==> src/rtl/mem_arb_pkg.sv <==
// mem_arb_pkg: shared owner encoding and default widths for the memory port arbiter
package mem_arb_pkg;
  typedef enum logic [1:0] {OWN_NONE, OWN_IF, OWN_DM} owner_e;
  localparam int DEF_ADDR_W = 32;
  localparam int DEF_DATA_W = 32;
endpackage

==> src/rtl/mem_port_arbiter.sv <==
// mem_port_arbiter: shares one sync-read memory between fetch and data ports, data first with a starvation guard
module mem_port_arbiter
  import mem_arb_pkg::*;
#(
  parameter int ADDR_W       = DEF_ADDR_W,
  parameter int DATA_W       = DEF_DATA_W,
  parameter int STARVE_LIMIT = 4
) (
  input  logic              clk_i,
  input  logic              reset_i,
  input  logic              if_req_valid_i,
  output logic              if_req_ready_o,
  input  logic [ADDR_W-1:0] if_addr_i,
  input  logic              if_flush_i,
  output logic              if_rsp_valid_o,
  output logic [DATA_W-1:0] if_rsp_data_o,
  input  logic              dm_req_valid_i,
  output logic              dm_req_ready_o,
  input  logic              dm_we_i,
  input  logic [ADDR_W-1:0] dm_addr_i,
  input  logic [DATA_W-1:0] dm_wdata_i,
  output logic              dm_rsp_valid_o,
  output logic [DATA_W-1:0] dm_rsp_data_o,
  output logic              mem_wr_valid_o,
  output logic [ADDR_W-1:0] mem_wr_addr_o,
  output logic [DATA_W-1:0] mem_wr_data_o,
  output logic              mem_rd_valid_o,
  output logic [ADDR_W-1:0] mem_rd_addr_o,
  input  logic [DATA_W-1:0] mem_rd_data_i
);
  localparam int CW = $clog2(STARVE_LIMIT + 1);
  owner_e owner, owner_nx;
  logic [CW-1:0] starve_cnt, starve_nx;
  logic if_ok, starved, gnt_if, gnt_dm, rd_dm, wr_dm;
  always_comb begin
    if_ok          = if_req_valid_i & ~if_flush_i & ~reset_i;
    starved        = starve_cnt == CW'(STARVE_LIMIT);
    gnt_if         = if_ok & (~dm_req_valid_i | starved);
    gnt_dm         = dm_req_valid_i & ~reset_i & ~gnt_if;
    wr_dm          = gnt_dm & dm_we_i;
    rd_dm          = gnt_dm & ~dm_we_i;
    owner_nx       = gnt_if ? OWN_IF : rd_dm ? OWN_DM : OWN_NONE;
    // an ungranted, unflushed fetch implies the data port won this cycle
    starve_nx      = (~if_ok | gnt_if) ? '0 : starved ? starve_cnt : starve_cnt + CW'(1);
    if_req_ready_o = gnt_if;
    dm_req_ready_o = gnt_dm;
    mem_wr_valid_o = wr_dm;
    mem_wr_addr_o  = wr_dm ? dm_addr_i : '0;
    mem_wr_data_o  = wr_dm ? dm_wdata_i : '0;
    mem_rd_valid_o = gnt_if | rd_dm;
    mem_rd_addr_o  = gnt_if ? if_addr_i : rd_dm ? dm_addr_i : '0;
    if_rsp_valid_o = (owner == OWN_IF) & ~if_flush_i & ~reset_i;
    dm_rsp_valid_o = (owner == OWN_DM) & ~reset_i;
    if_rsp_data_o  = reset_i ? '0 : mem_rd_data_i;
    dm_rsp_data_o  = reset_i ? '0 : mem_rd_data_i;
  end
  always_ff @(posedge clk_i or posedge reset_i)
    if (reset_i) begin
      owner      <= OWN_NONE;
      starve_cnt <= '0;
    end else begin
      owner      <= owner_nx;
      starve_cnt <= starve_nx;
    end
endmodule

==> config.mk <==
export PLATFORM = sky130hd
export DESIGN_NAME = mem_port_arbiter
export DESIGN_NICKNAME = d
export VERILOG_FILES = /design/src/rtl/mem_arb_pkg.sv /design/src/rtl/mem_port_arbiter.sv
export SDC_FILE = /design/constraint.sdc
export NUM_CORES = 1
export LEC_CHECK = 0
export CAP_MARGIN = 10
export CORE_AREA = 2 2 117 119
export DETAILED_ROUTE_END_ITERATION = 10
export DIE_AREA = 0 0 119 121
export SLEW_MARGIN = 5
export SYNTH_ARGS = -nofsm -noshare
export SYNTH_HDL_FRONTEND = slang
export SYNTH_SLANG_ARGS = --single-unit
==> constraint.sdc <==
create_clock -name clk_i -period 5 [get_ports clk_i]
set_input_delay 0.75 -clock clk_i [delete_from_list [all_inputs] [get_ports clk_i]]
set_output_delay 0.75 -clock clk_i [all_outputs]
set_load 0.005 [all_outputs]
==> summary.txt, run 1 <==
Outcome
  – Outcome: completed

GRT
  – GRT Residual Overflow: 0
  – Largest net degree at the start of global routing: 67
  – First-pass GRT wire length: 13,500 um
  – Total track usage: 0.117
  – Vias in the first global route: 2,592
  – Initial antenna violation count: 0

Layout
  – Commonest non-fill, non-tap cells in the layout: clkdlybuf4s50_1 (298), and3_1 (64), nor2b_1 (32)
  – Ant. Diodes: 0
  – Fillers: 1,335
  – Fin cells: 637
  – Layout cells sized above 1: 0.0456
  – Area Overhead vs Synth: 185%
  – Nets: 598
  – Commonest non-fill, non-tap cell in the layout: clkdlybuf4s50_1

Timing
  – Crit share post-route: 0.738
  – Clk_skew: 0.000759 ns
  – Fmax: 271 MHz
  – Final Hold Viols: 0
  – Slew margin rel.: 0.389
  – Max Slew Vio Count: 0
  – Unrepaired setup endpoints after global routing: false
  – Worst hold margin: 0.450 ns
  – Tmin final: 3.69 ns
  – Tightest Pin Transition: 0.916 ns
  – # setup viols final: 0
  – Setup TNS: 0 ns

CTS
  – Clk sinks: 5
  – CTS Buf Count: 3
  – Resized cells post-CTS: 0
  – Post-CTS setup buffers: 0
  – Clk root buf: clkbuf_16
  – Clock Pin Slew Worst Setup and Hold Paths: 0.03 ns
  – CTS tree: yes
  – Hold Buf Count CTS: 0
  – CTS max path bufs: 2
  – Clk_lat worst skew: 0.23 ns
  – CTS H-tree depth: 1

Worst setup path
  – Critical path data required time: 4.25 ns
  – Startpoint Class: input port
  – Critical Path AT: 2.94 ns
  – Crit Path Max Fanout: 66
  – Crit path kind: in2out
  – Crit path capture type: output port
  – Worst Setup SP: if_flush_i
  – Worst r2r src: starve_cnt[0]
  – R2R setup slack: 3.42 ns
  – Reg2Reg Depth: 5
  – Worst Setup EP: mem_wr_addr_o[31]
  – Reg2reg end: owner[1]

Floorplanning
  – Die Span X: 119 um
  – Initial Utilization: 0.121
  – I/O pin count: 300
  – Core Region: 13,100 sq um
  – Die H: 121 um
  – Die area: 14,400 sq um
  – Std-Cell Rows: 42

Drt
  – Antenna Nets Post-Route: 0
  – Wirelength, routed: 9120 um
  – Via count: 2,573
  – First-pass detailed-route iteration total: 4
  – First DRT Iteration DRCs: 51
  – Wirelength per Cell: 14.3 um
  – Mean number of vias per cell: 4.04
  – DRC violations left: 0

Yosys
  – FFs w/ async S/R, synth: 1.00
  – Netlist cell types: 23
  – Syn_area_per_cell: 7.50 sq um
  – Syn_nets: 347
  – Mapped Area: 1580 sq um
  – Syn Inst Count: 211
  – Seq/Total Area, Yosys: 0.0791
  – #FFs+latches synth: 5
  – Ys flop type: dfrtp_1
  – EDFF count, synth: 0
  – Synth warn: 0

Pwr
  – PD cells: 102 nW/um^2
  – Tot Pwr: 458 uW
  – Leak pwr: 1.87 nW
  – Worst vdd ir: 115 uV

Place
  – Final GP Congestion: 0.780
  – Placed insts: 633
  – IO Port Bufs: 299
  – DPL Wire Length: 7580 um

Hold path
  – Hold Path Class: reg2reg

Flow run
  – Max-cap violations: 0
sequential cells by signal, summed over array words and instances (netlist names):
register    count
owner           2
starve_cnt      3
cells by family (layout without fill, tap and decap cells):
family	Yosys count	after routing	share of synthesized area
xor+xnor	1	1	0.00554
buf+inv	61	311	0.263
compound gates	33	33	0.189
fa+ha+maj	2	2	0.0158
simple gates	109	109	0.448
flops	5	5	0.0791
stage by stage:
stage	utilization	cell area, sq um	worst slack (ns)
final	0.344	4500	1.31
after global routing	0.344	4500	1.17
after CTS	0.344	4500	1.29
after detailed placement	0.338	4430	1.30
after global placement	0.338	4430	1.31
after floorplan	-	1580	2.60
worst max-delay path, stage by stage:
cell             delay [ns]
clkdlybuf4s50_1        0.51
and4b_4                0.24
nor3b_4                0.15
buf_4                  0.48
and3_1                 0.24
clkdlybuf4s50_1        0.53
cells in the mapped netlist, drive strengths merged (2+ instances only):
library cell	instances	area share
and3	64	0.25
buf	46	0.23
a22o	32	0.18
nor2b	32	0.13
clkbuf	11	0.026
dfrtp	5	0.079
inv	4	0.0095
nor2	4	0.0095
ha	2	0.016
nor3b	2	0.013
nor4b	2	0.021
worst min-delay path by stage:
stage          cells after the start          start             to  slack [ns]
5_1_grt                            1  starve_cnt[0]  starve_cnt[0]        0.48
2_1_floorplan                      1  starve_cnt[0]  starve_cnt[0]        0.43
6_report                           1  starve_cnt[0]  starve_cnt[0]        0.45
3_5_place_dp                       1  starve_cnt[0]  starve_cnt[0]        0.45
4_1_cts                            1  starve_cnt[0]  starve_cnt[0]        0.46
3_3_place_gp                       1  starve_cnt[0]  starve_cnt[0]        0.45
layout make-up:
class	count	area [sq um]	area share
timing repair buffer	303	3020	0.670
multi-input combinational	145	1050	0.232
tap	176	220	0.0489
sequential	5	125	0.0278
clock buffer	4	78.8	0.0175
inverter	4	15.0	0.00333
layer usage:
layer  GRT usage  part of all wire
met5           0                 0
met3      0.0348              0.11
met2       0.239              0.53
met1       0.115              0.36
met4      0.0193             0.010
report_power, final:
group / total [mW] / internal (mW) / switching (mW)
clock: 0.131 / 0.106 / 0.0257
sequential: 0.0419 / 0.0415 / 0.000408
combinational: 0.284 / 0.200 / 0.0845
total: 0.458 / 0.347 / 0.111
No activity file was read; power rests on OpenSTA's default activity.
==> run 2: changes to the inputs <==
- CORE_AREA: 2 2 117 119 -> 2 2 116 118
- DIE_AREA: 0 0 119 121 -> 0 0 118 120
- clock period: 5 -> 3.8 ns (I/O delays scaled with it)
==> summary.txt, run 2 (same netlist as run 1, synthesis figures left out) <==
Worst setup path
  – Crit Path Max Fanout: 59
  – Crit path capture type: output port
  – Crit-path cells: clkdlybuf4s50_1, and4b_4, nor3b_4, buf_4, and3_1, clkdlybuf4s50_1
  – Crit path kind: in2out
  – Startpoint Class: input port
  – Critical path data required time: 3.23 ns
  – Worst Setup SP: if_flush_i
  – Critical-path top delay cell: clkdlybuf4s50_1
  – Top cell by count, worst path: clkdlybuf4s50_1
  – R2R setup slack: 2.20 ns
  – Reg2Reg Depth: 5
  – Slowest stage delay, CP: 0.54 ns
  – Reg2reg end: owner[1]
  – Worst r2r src: starve_cnt[0]
  – Critical Path AT: 2.73 ns

Drt
  – Antenna Nets Post-Route: 0
  – Wirelength, routed: 9570 um
  – DRC violations left: 0
  – First-pass detailed-route iteration total: 4
  – Via count: 2,566
  – Routed met3 length: 921 um
  – Wirelength per Cell: 15.0 um
  – Max Used Layer: met4
  – First DRT Iteration DRCs: 47
  – Wl on met1: 3550 um
  – Met2 wire length: 4960 um
  – Mean number of vias per cell: 4.02

Hold path
  – Hold Crit Depth: 1
  – Hold path start: starve_cnt[0]
  – Hold Path Class: reg2reg
  – Hold path endpoint: starve_cnt[0]

Timing
  – Unrepaired setup endpoints after global routing: false
  – Slew margin rel.: 0.663
  – Max Slew Vio Count: 0
  – Setup TNS: 0 ns
  – Clk_skew: 0.00143 ns
  – Final Hold Viols: 0
  – # setup viols final: 0
  – Fmax: 303 MHz
  – Final worst setup slack: 0.498 ns
  – Tightest Pin Transition: 0.505 ns
  – Crit share post-route: 0.869
  – Tmin final: 3.30 ns

CTS
  – CTS tree: yes
  – CTS Buf Count: 3
  – Clk root buf: clkbuf_16
  – Post-CTS setup buffers: 0
  – CTS max path bufs: 2
  – Clock Pin Slew Worst Setup and Hold Paths: 0.03 ns
  – Hold Buf Count CTS: 0
  – Clk sinks: 5
  – Resized cells post-CTS: 0
  – CTS H-tree depth: 1
  – Clk_lat worst skew: 0.22 ns

GRT
  – Largest net degree at the start of global routing: 66
  – Vias in the first global route: 2,642
  – First-pass GRT wire length: 13,800 um
  – Initial antenna violation count: 0
  – Total track usage: 0.119
  – GRT Residual Overflow: 0

Layout
  – Most flops, register: starve_cnt
  – Nets: 600
  – Ant. Diodes: 0
  – Largest registers: starve_cnt: 3 flops, owner: 2 flops
  – Commonest non-fill, non-tap cells in the layout: clkdlybuf4s50_1 (298), and3_1 (64), nor2b_1 (32)
  – Core Util, Final: 0.349
  – Area Overhead vs Synth: 187%
  – Post-route cell area: 4530 sq um
  – Max reg flops: 3
  – Layout cells sized above 1: 0.0497
  – Commonest non-fill, non-tap cell in the layout: clkdlybuf4s50_1

Place
  – Post-placement setup slack: 0.473 ns
  – Post-DP Area: 4450 sq um
  – Final GP Congestion: 0.746
  – IO Port Bufs: 299
  – DPL Wire Length: 8040 um

Floorplanning
  – Die Span X: 118 um
  – Initial Utilization: 0.122
  – Std-Cell Rows: 42
  – Core Region: 13,000 sq um
  – I/O pin count: 300
  – Die H: 120 um
  – Die area: 14,200 sq um

Pwr
  – Worst vdd ir: 114 uV
  – Tot Pwr: 606 uW
  – Leak pwr: 1.88 nW
  – PD cells: 134 nW/um^2

Outcome
  – Outcome: completed

Flow run
  – Max-cap violations: 0
## run 2: cell count changes in the layout (fill, tap and decap cells not counted), sizes merged
cell,previous run,this run
buf,5,7
## run 2: metrics by stage
step	hold slack, ns	std cells
final	0.468	639
after global routing	0.511	639
after CTS	0.476	639
after detailed placement	0.469	635
after global placement	0.443	635
after floorplan	0.431	211
## run 2: worst max-delay path by stage
stage | to | slack (ns) | depth (start not counted)
5_1_grt | mem_wr_data_o[1] | 0.37 | 6
3_3_place_gp | mem_wr_data_o[1] | 0.48 | 6
4_1_cts | mem_wr_data_o[1] | 0.47 | 6
3_5_place_dp | mem_wr_data_o[1] | 0.47 | 6
6_report | mem_wr_data_o[1] | 0.50 | 6
2_1_floorplan | mem_rd_addr_o[10] | 1.75 | 6
## run 2: critical path, delay by kind of cell
| kind | cells | cell delay (ns) |
|---|---|---|
| buffers and inverters | 3 | 1.49 |
| and+or+nand+nor | 3 | 0.64 |
## run 2: where the power goes
part / internal (mW) / switching [mW]
registers: 0.0546 / 0.000531
clock network: 0.139 / 0.0325
logic: 0.266 / 0.114
total: 0.459 / 0.147
## run 2: metal layers
| metal | track usage | vias to the layer above |
|---|---|---|
| met1 | 0.126 | 1153 |
| met5 | 0 | - |
| li1 | - | 1223 |
| met3 | 0.0337 | 14 |
| met2 | 0.231 | 176 |
| met4 | 0.0286 | 0 |
## run 2: layout make-up
class / count / area (sq um)
fillers: 1366 / 8450
repair buffers: 305 / 3050
multi-input cells: 145 / 1050
well taps: 176 / 220
flip-flops and latches: 5 / 125
clock buffers: 4 / 78.8
inverters: 4 / 15.0
